File: src/rtl/multicycle_control.sv
// Multi-cycle MIPS control FSM: steps IF/ID/EX/MEM/WB with optional memory wait
// states and traps unsupported opcodes into an exception state.
module multicycle_control #(
   parameter int unsigned MEM_LAT = 0,
   parameter int unsigned ALUOP_W = 4,
   parameter bit          EXC_EN  = 1'b1
) (
   input  logic               clk,
   input  logic               reset,
   input  logic [5:0]         OpCode,
   input  logic [5:0]         Funct,
   output logic               PCWrite,
   output logic               PCWriteCond,
   output logic               IorD,
   output logic               MemRead,
   output logic               MemWrite,
   output logic               IRWrite,
   output logic [1:0]         MemtoReg,
   output logic [1:0]         RegDst,
   output logic               RegWrite,
   output logic               ExtOp,
   output logic               LuOp,
   output logic [1:0]         ALUSrcA,
   output logic [1:0]         ALUSrcB,
   output logic [ALUOP_W-1:0] ALUOp,
   output logic [1:0]         PCSource,
   output logic               Exception,
   output logic [2:0]         state_o
);

   typedef enum logic [2:0] {
      S_IF   = 3'd0,
      S_IFW  = 3'd1,
      S_ID   = 3'd2,
      S_EX   = 3'd3,
      S_MEM  = 3'd4,
      S_MEMW = 3'd5,
      S_WB   = 3'd6,
      S_EXC  = 3'd7
   } state_t;

   localparam logic [2:0] WAIT_INIT = (MEM_LAT > 0) ? 3'(MEM_LAT - 1) : 3'd0;

   localparam logic [2:0] ALU_ADD = 3'b000;
   localparam logic [2:0] ALU_SUB = 3'b001;
   localparam logic [2:0] ALU_RTY = 3'b010;
   localparam logic [2:0] ALU_AND = 3'b100;
   localparam logic [2:0] ALU_SLT = 3'b101;

   state_t     state;
   logic [2:0] wait_cnt;
   logic [3:0] alu4;

   logic op_r, op_j, op_jal, op_beq, op_addi, op_addiu, op_slti, op_sltiu;
   logic op_andi, op_lui, op_lw, op_sw;
   logic is_jr, is_jalr, is_shift, is_jump, legal;
   logic fetch_last, mem_last;

   assign op_r     = (OpCode == 6'h00);
   assign op_j     = (OpCode == 6'h02);
   assign op_jal   = (OpCode == 6'h03);
   assign op_beq   = (OpCode == 6'h04);
   assign op_addi  = (OpCode == 6'h08);
   assign op_addiu = (OpCode == 6'h09);
   assign op_slti  = (OpCode == 6'h0a);
   assign op_sltiu = (OpCode == 6'h0b);
   assign op_andi  = (OpCode == 6'h0c);
   assign op_lui   = (OpCode == 6'h0f);
   assign op_lw    = (OpCode == 6'h23);
   assign op_sw    = (OpCode == 6'h2b);

   assign is_jr    = op_r && (Funct == 6'h08);
   assign is_jalr  = op_r && (Funct == 6'h09);
   assign is_shift = op_r && ((Funct == 6'h00) || (Funct == 6'h02) || (Funct == 6'h03));
   assign is_jump  = op_j || op_jal || is_jr || is_jalr;
   assign legal    = op_r || op_j || op_jal || op_beq || op_addi || op_addiu || op_slti ||
                     op_sltiu || op_andi || op_lui || op_lw || op_sw;

   // With MEM_LAT=0 the access completes in IF/MEM itself; otherwise on the last wait cycle.
   assign fetch_last = ((state == S_IF)  && (MEM_LAT == 0)) || ((state == S_IFW)  && (wait_cnt == '0));
   assign mem_last   = ((state == S_MEM) && (MEM_LAT == 0)) || ((state == S_MEMW) && (wait_cnt == '0));

   assign state_o = state;

   always_ff @(posedge clk or negedge reset) begin
      if (!reset) begin
         state    <= S_IF;
         wait_cnt <= '0;
      end else begin
         case (state)
            S_IF, S_IFW: begin
               if (fetch_last)        state <= S_ID;
               else if (state == S_IF) begin
                  state    <= S_IFW;
                  wait_cnt <= WAIT_INIT;
               end else               wait_cnt <= wait_cnt - 1'b1;
            end
            S_ID: begin
               if (is_jump)     state <= S_IF;
               else if (!legal) state <= EXC_EN ? S_EXC : S_IF;
               else             state <= S_EX;
            end
            S_EX: begin
               if (op_beq)              state <= S_IF;
               else if (op_lw || op_sw) state <= S_MEM;
               else                     state <= S_WB;
            end
            S_MEM, S_MEMW: begin
               if (mem_last)            state <= op_lw ? S_WB : S_IF;
               else if (state == S_MEM) begin
                  state    <= S_MEMW;
                  wait_cnt <= WAIT_INIT;
               end else                 wait_cnt <= wait_cnt - 1'b1;
            end
            default: state <= S_IF;
         endcase
      end
   end

   always_comb begin
      PCWrite     = 1'b0;
      PCWriteCond = 1'b0;
      IorD        = 1'b0;
      MemRead     = 1'b0;
      MemWrite    = 1'b0;
      IRWrite     = 1'b0;
      MemtoReg    = 2'b00;
      RegDst      = 2'b00;
      RegWrite    = 1'b0;
      ExtOp       = 1'b0;
      LuOp        = 1'b0;
      ALUSrcA     = 2'b00;
      ALUSrcB     = 2'b00;
      PCSource    = 2'b00;
      Exception   = 1'b0;
      alu4        = '0;
      if (reset) begin
         case (state)
            S_IF, S_IFW: begin
               MemRead = 1'b1;
               ALUSrcB = 2'b01;
               if (fetch_last) begin
                  IRWrite = 1'b1;
                  PCWrite = 1'b1;
               end
            end
            S_ID: begin
               // Sign-extend here so the branch target precompute uses imm<<2 correctly.
               ALUSrcB = 2'b11;
               ExtOp   = 1'b1;
               if (op_j || op_jal) begin
                  PCWrite  = 1'b1;
                  PCSource = 2'b10;
               end
               if (op_jal) begin
                  RegWrite = 1'b1;
                  RegDst   = 2'b10;
                  MemtoReg = 2'b10;
               end
               if (is_jr || is_jalr) begin
                  PCWrite  = 1'b1;
                  ALUSrcA  = 2'b01;
                  ALUSrcB  = 2'b00;
               end
               if (is_jalr) begin
                  RegWrite = 1'b1;
                  RegDst   = 2'b01;
                  MemtoReg = 2'b10;
               end
            end
            S_EX, S_WB: begin
               // WB keeps the EX ALU setup so ALUOut-based write data stays stable.
               alu4[3] = OpCode[0];
               if (op_r) begin
                  ALUSrcA   = is_shift ? 2'b10 : 2'b01;
                  alu4[2:0] = ALU_RTY;
               end else if (op_beq) begin
                  ALUSrcA   = 2'b01;
                  alu4[2:0] = ALU_SUB;
               end else begin
                  ALUSrcA   = 2'b01;
                  ALUSrcB   = 2'b10;
                  ExtOp     = !op_andi;
                  LuOp      = op_lui;
                  if (op_andi)                 alu4[2:0] = ALU_AND;
                  else if (op_slti || op_sltiu) alu4[2:0] = ALU_SLT;
                  else                         alu4[2:0] = ALU_ADD;
               end
               if ((state == S_EX) && op_beq) begin
                  PCWriteCond = 1'b1;
                  PCSource    = 2'b01;
               end
               if (state == S_WB) begin
                  RegWrite = 1'b1;
                  if (op_lw)     MemtoReg = 2'b01;
                  else if (op_r) RegDst   = 2'b01;
               end
            end
            S_MEM, S_MEMW: begin
               IorD     = 1'b1;
               MemRead  = op_lw;
               MemWrite = op_sw;
            end
            S_EXC: begin
               Exception = 1'b1;
               PCWrite   = 1'b1;
               PCSource  = 2'b11;
               RegWrite  = 1'b1;
               RegDst    = 2'b10;
               MemtoReg  = 2'b10;
            end
            default: ;
         endcase
      end
      ALUOp = ALUOP_W'(alu4);
   end

endmodule

File: config.mk
export PLATFORM = sky130hd
export DESIGN_NAME = multicycle_control
export DESIGN_NICKNAME = d
export VERILOG_FILES = /design/src/rtl/multicycle_control.sv
export SDC_FILE = /design/constraint.sdc
export NUM_CORES = 1
export LEC_CHECK = 0
export ABC_AREA = 0
export CAP_MARGIN = 20
export CORE_AREA = 8 8 83 48
export DETAILED_ROUTE_END_ITERATION = 10
export DIE_AREA = 0 0 91 56
export DONT_BUFFER_PORTS = 1
export SKIP_LAST_GASP = 1
export SLEW_MARGIN = 25
export SYNTH_ARGS = -nofsm -noshare
export SYNTH_HDL_FRONTEND = slang
export SYNTH_SLANG_ARGS = --single-unit
File: constraint.sdc
create_clock -name clk -period 3.39 [get_ports clk]
set_input_delay 0.339 -clock clk [delete_from_list [all_inputs] [get_ports clk]]
set_output_delay 0.339 -clock clk [all_outputs]
set_load 0.01 [all_outputs]
Yosys cells after proc, flatten, opt, wreduce, memory -nomap -nowiden
Cells that the tools add are included.
{ "totals": {"word_cells": 145, "output_inout_bits": 27, "regBits": 6} }
{ "op_classes": {"muxes": 78, "n_reduce_logical": 38, "addsub": 1, "n_eq_ne": 26} }
{ "op_table": {"columns": ["cell", "count"], "rows": [
  ["$eq 6x4->1 const B", 8],
  ["$mux 3", 16],
  ["$mux 1", 34],
  ["$mux 2", 15],
  ["$eq 6x2->1 const B", 4],
  ["$pmux 2 s3", 4],
  ["$logic_or 1x1->1", 21],
  ["$eq 3x3->1 const B", 4],
  ["$eq 6x6->1 const B", 2],
  ["$logic_not 6->1", 2],
  ["$pmux 3 s4", 1],
  ["$mux 4", 2],
  ["$eq 3x2->1 const B", 2],
  ["$eq 6x3->1 const B", 1],
  ["$logic_and 1x1->1", 6],
  ["$logic_not 3->1", 2],
  ["$ne 3x3->1 const B", 2],
  ["$pmux 1 s3", 2],
  ["$pmux 3 s2", 1],
  ["$reduce_or 2->1", 3],
  ["$ne 2x2->1 const B", 2],
  ["$pmux 1 s2", 2],
  ["$pmux 2 s2", 1],
  ["$eq 3x1->1 const B", 1],
  ["other kinds (5)", 5]
]} }

Longest topological paths before layout
{ "logic_depth": {"depth_word": 15, "mapped_depth": 7, "ltp_nobuf": 7} }

Least setup slack after synthesis
No wires, ideal clock.
{ "synth_path": {"path_kind": "input -> output", "start": "input port OpCode[2]", "end": "output port MemtoReg[0]", "path_stages": 4, "slack_ps": 1566, "arrival_ps": 1485, "path_cell_list": "buf_6 or2_4 or3_4 nor4_1"} }
{ "synth_via": {"elab_chain_len": 5} }
{ "synth_rtl": {"columns": ["item", "line", "rtl"], "rows": [
  ["from (decl)", "10", "input logic [5:0] OpCode,"],
  ["$eq 6x6->1 / $logic_not 6->1 (equally long branches)", "69, 59", null],
  ["$mux 1 / $logic_and 1x1->1 (equally long branches)", "195, 73", null],
  ["$mux 1 / $mux 2 (equally long branches)", "193, 165", null],
  ["$pmux 2 s3 *", "138", "case (state)"],
  ["$mux 2 *", "137", "if (reset) begin"],
  ["to (decl)", "18", "output logic [1:0] MemtoReg,"]
]} }
Mark *: on every way between the ends. The rest lies on a longest branch, timed or not.

Worst setup path after layout
{ "layout_path": {"start": "register state[2] (netlist: state_o[2])", "end": "output port RegDst[0]"} }
{ "layout_via": {"elab_chain_len": 4} }
{ "layout_rtl": {"columns": ["item", "line", "rtl"], "rows": [
  ["from (decl)", "50", "state_t state;"],
  ["from (signal assigned)", "100", "else if (!legal) state <= EXC_EN ? S_EXC : S_IF;"],
  ["from (signal assigned)", "109", "if (mem_last) state <= op_lw ? S_WB : S_IF;"],
  ["$eq 3x3->1 / $eq 3x2->1 (equally long branches)", "138, 193", null],
  ["$mux 1 / $reduce_or 2->1 (equally long branches)", "193, 138", null],
  ["$pmux 2 s3 *", "138", null],
  ["$mux 2 *", "137", null],
  ["to (decl)", "19", "output logic [1:0] RegDst,"]
]} }
Marked as above.

==> impl_metrics.tcl <==
set metrics [dict create \
    status "finished clean" \
    initial_utilization_pct 28.84 \
    final_common_cell "nor2_1" \
    antenna_cells 0 \
    max_freq_ghz 0.4140 \
    grt_pass1_vias 765 \
    synthCells 116 \
    crit_path_start "state_o[2]" \
    drc_errors 0 \
    cts_tree "yes" \
    r2r_end "state_o[2]" \
    clkTransAtPathRegs_ns 0.04 \
    worst_slew_pin_slew_ns 0.7026 \
    syn_to_final_growth_pct 8.868 \
    grt_pass1_wl_mm 4.340 \
    cts_htree_levels 1 \
    critical_path.max_stage_delay_ns 0.56 \
    critPathSlowestCell "dfrtp_1" \
    port_buffers 0 \
    reg2reg_slack_ns 1.63 \
    gp_congestion 0.8586 \
    power_density_nw_per_um2 595.1 \
    path_cells "nor3b_1 > a41oi_1 > nor4_1" \
    dieHeight_um 56 \
    r2r-start "state_o[2]" \
    clock_path_buffers 2 \
    clock_latency_ns 0.22 \
    power.leakage_nw 0.3380 \
    period_needed_ns 2.415 \
    fin_ws_ns 0.9748 \
    drv_cap 0 \
    synth_compound_area_share_pct 24.46 \
    synth_area_um2 818.3 \
    pre_cts_ws_ns 1.248 \
    cts_resized 0 \
    avgSynthCellArea_um2 7.054 \
    core_um2 2838 \
    synth.yosys.seq_area_share_pct 18.35 \
    maxSlewHeadroom_pct 52.73 \
    post-route-period-util_pct 71.24 \
    die_w_um 91 \
    setup-tns-final_ns 0 \
    antenna_left 0 \
    routed_wl_mm 2.755 \
    vias_per_cell 5.587 \
    yosysWarnings 0 \
    fin_total_pwr_mw 0.5301 \
    nFillCells 326 \
    hold_viol_final 0 \
    wire_per_inst_um 17.77 \
    required_ns 3.05 \
    vias 866 \
    synth_mux_area_share_pct 0 \
    nNetsFinal 133 \
    path_class "flop to output port" \
    gr-usage-all-layers_pct 10.33 \
    crit_path_end "RegDst[0]" \
    rsz0062_at_grt "false" \
    startpoint_type "flop" \
    dieArea_um2 5096 \
    postCtsSetupRepairBufs 0 \
    worst_r2r_path_depth 4 \
    synth_xor_xnor_area_share_pct 2.141 \
    clockRootBuffer "clkbuf_8" \
    grt_max_degree 15 \
    setup_violations 0 \
    finalMaxSlewViolations 0 \
    synth_fa_ha_area_share_pct 3.058 \
    dr.pass1.iters 4 \
    hp-class "input pin to flop" \
    path_max_fanout 13 \
    grt-ovfl-total 0 \
    dpl.hpwl_mm 2.238 \
    ios 41 \
    ys_ff_latch 6 \
    synth_cell_type_count 44 \
    first_iter_violations 106 \
    cts_hold_buf 1 \
    vdd_drop_max_uv 209.4 \
    synth_top_family_by_area "simple AND/OR/NAND/NOR gates" \
    finClkSkew_ns 0.002495 \
    critical_path.endpoint_type "output port" \
    layout_common_cells "nor2_1, nand2_1, a21oi_1" \
    synth-simple-area-share_pct 45.26 \
    rows 14 \
    cts_buffers 3 \
    drive_above_1_share_pct 8.696 \
    crit_arrival_ns 2.08 \
    synth_nets 132 \
    cts_sinks 6 \
    grt_antenna_before_repair 0 \
    finish.utilization_pct 31.39 \
]
-- state kept, by name (all words and copies together) (netlist names) --
name      flops
state_o       3
wait_cnt      3
-- worst max-delay path: cells and delay by family, from the launching register on --
family | cells | cell delay (ns)
AND/OR/NAND/NOR | 2 | 1.11
AO/OA/AOI/OAI | 1 | 0.18
flip-flops | 1 | 0.56
-- layout make-up --
class / instances / area, µm² / area share [%]
well taps: 40 / 50.05 / 5.618
inverters: 7 / 26.28 / 2.949
repair buffers: 1 / 10.01 / 1.124
flip-flops and latches: 6 / 150.1 / 16.85
multi-input cells: 98 / 613.1 / 68.82
clock buffers: 3 / 41.29 / 4.635
-- how the worst min path moves through the flow --
| stage | start | slack, ns | endpoint | cells after the start |
|---|---|---|---|---|
| 2_1_floorplan | reset | 0.04 | state_o[0] | 0 |
| 3_3_place_gp | reset | 0.04 | wait_cnt[0] | 0 |
| 3_5_place_dp | reset | 0.04 | wait_cnt[1] | 0 |
| 4_1_cts | OpCode[4] | 0.34 | state_o[2] | 3 |
| 5_1_grt | OpCode[4] | 0.38 | state_o[2] | 3 |
| 6_report | OpCode[4] | 0.35 | state_o[2] | 3 |
-- routing by layer --
layer	vias up	routed length, µm	global-route usage [%]
met2	40	1171	15.09
met4	0	17	2.771
met5	-	0	0
li1	422	-	-
met3	2	232	3.096
met1	402	1334	14.13
-- synthesized netlist by cell type (all sizes together) --
master | number | share of area (%)
xnor2 | 1 | 1.1
xor2 | 1 | 1.1
nand4 | 1 | 0.77
o2bb2ai | 1 | 1.1
a2bb2oi | 1 | 1.1
or3b | 1 | 1.1
nor3b | 4 | 3.7
and4 | 2 | 2.1
nand3 | 3 | 1.8
inv | 7 | 3.2
ha | 2 | 3.1
nand2b | 2 | 1.5
o2111a | 1 | 1.4
buf | 4 | 3.1
nand2 | 13 | 6.0
o211ai | 1 | 1.5
a311oi | 2 | 2.1
o31ai | 2 | 1.8
nor4 | 4 | 3.8
or4 | 1 | 1.4
and2 | 3 | 2.3
o22a | 1 | 1.1
and4b | 1 | 1.2
a21oi | 9 | 5.5
a211o | 1 | 1.1
o21ai | 5 | 3.1
and3 | 4 | 3.1
a211oi | 2 | 1.8
nor2b | 4 | 3.1
a41oi | 1 | 1.1
dfrtp | 6 | 18
or3 | 2 | 2.1
or2 | 1 | 1.1
a21boi | 2 | 1.8
nor3 | 2 | 1.2
clkbuf | 1 | 0.46
nor2 | 17 | 9.0
-- stage by stage --
stage	cells	area [µm²]	hold slack, ns
after global placement	151	839.6	0.04365
after global routing	155	890.9	0.3846
final	155	890.9	0.3466
after detailed placement	151	839.6	0.04371
after CTS	155	890.9	0.3426
after floorplan	116	818.3	0.04341
-- kinds of logic after synthesis --
| kind of cell | after synthesis |
|---|---|
| simple gates | 65 |
| flops | 6 |
| fa+ha+maj | 2 |
| xor+xnor | 2 |
| buf+inv | 12 |
| compound gates | 29 |
-- report_power, final --
group	switching (mW)	total, mW	internal [mW]
Sequential	0.0690	0.157	0.0884
Combinational	0.168	0.267	0.0995
Clock	0.0293	0.105	0.0762
Total	0.266	0.530	0.264
Note: power is estimated with default switching activity, not from simulation.
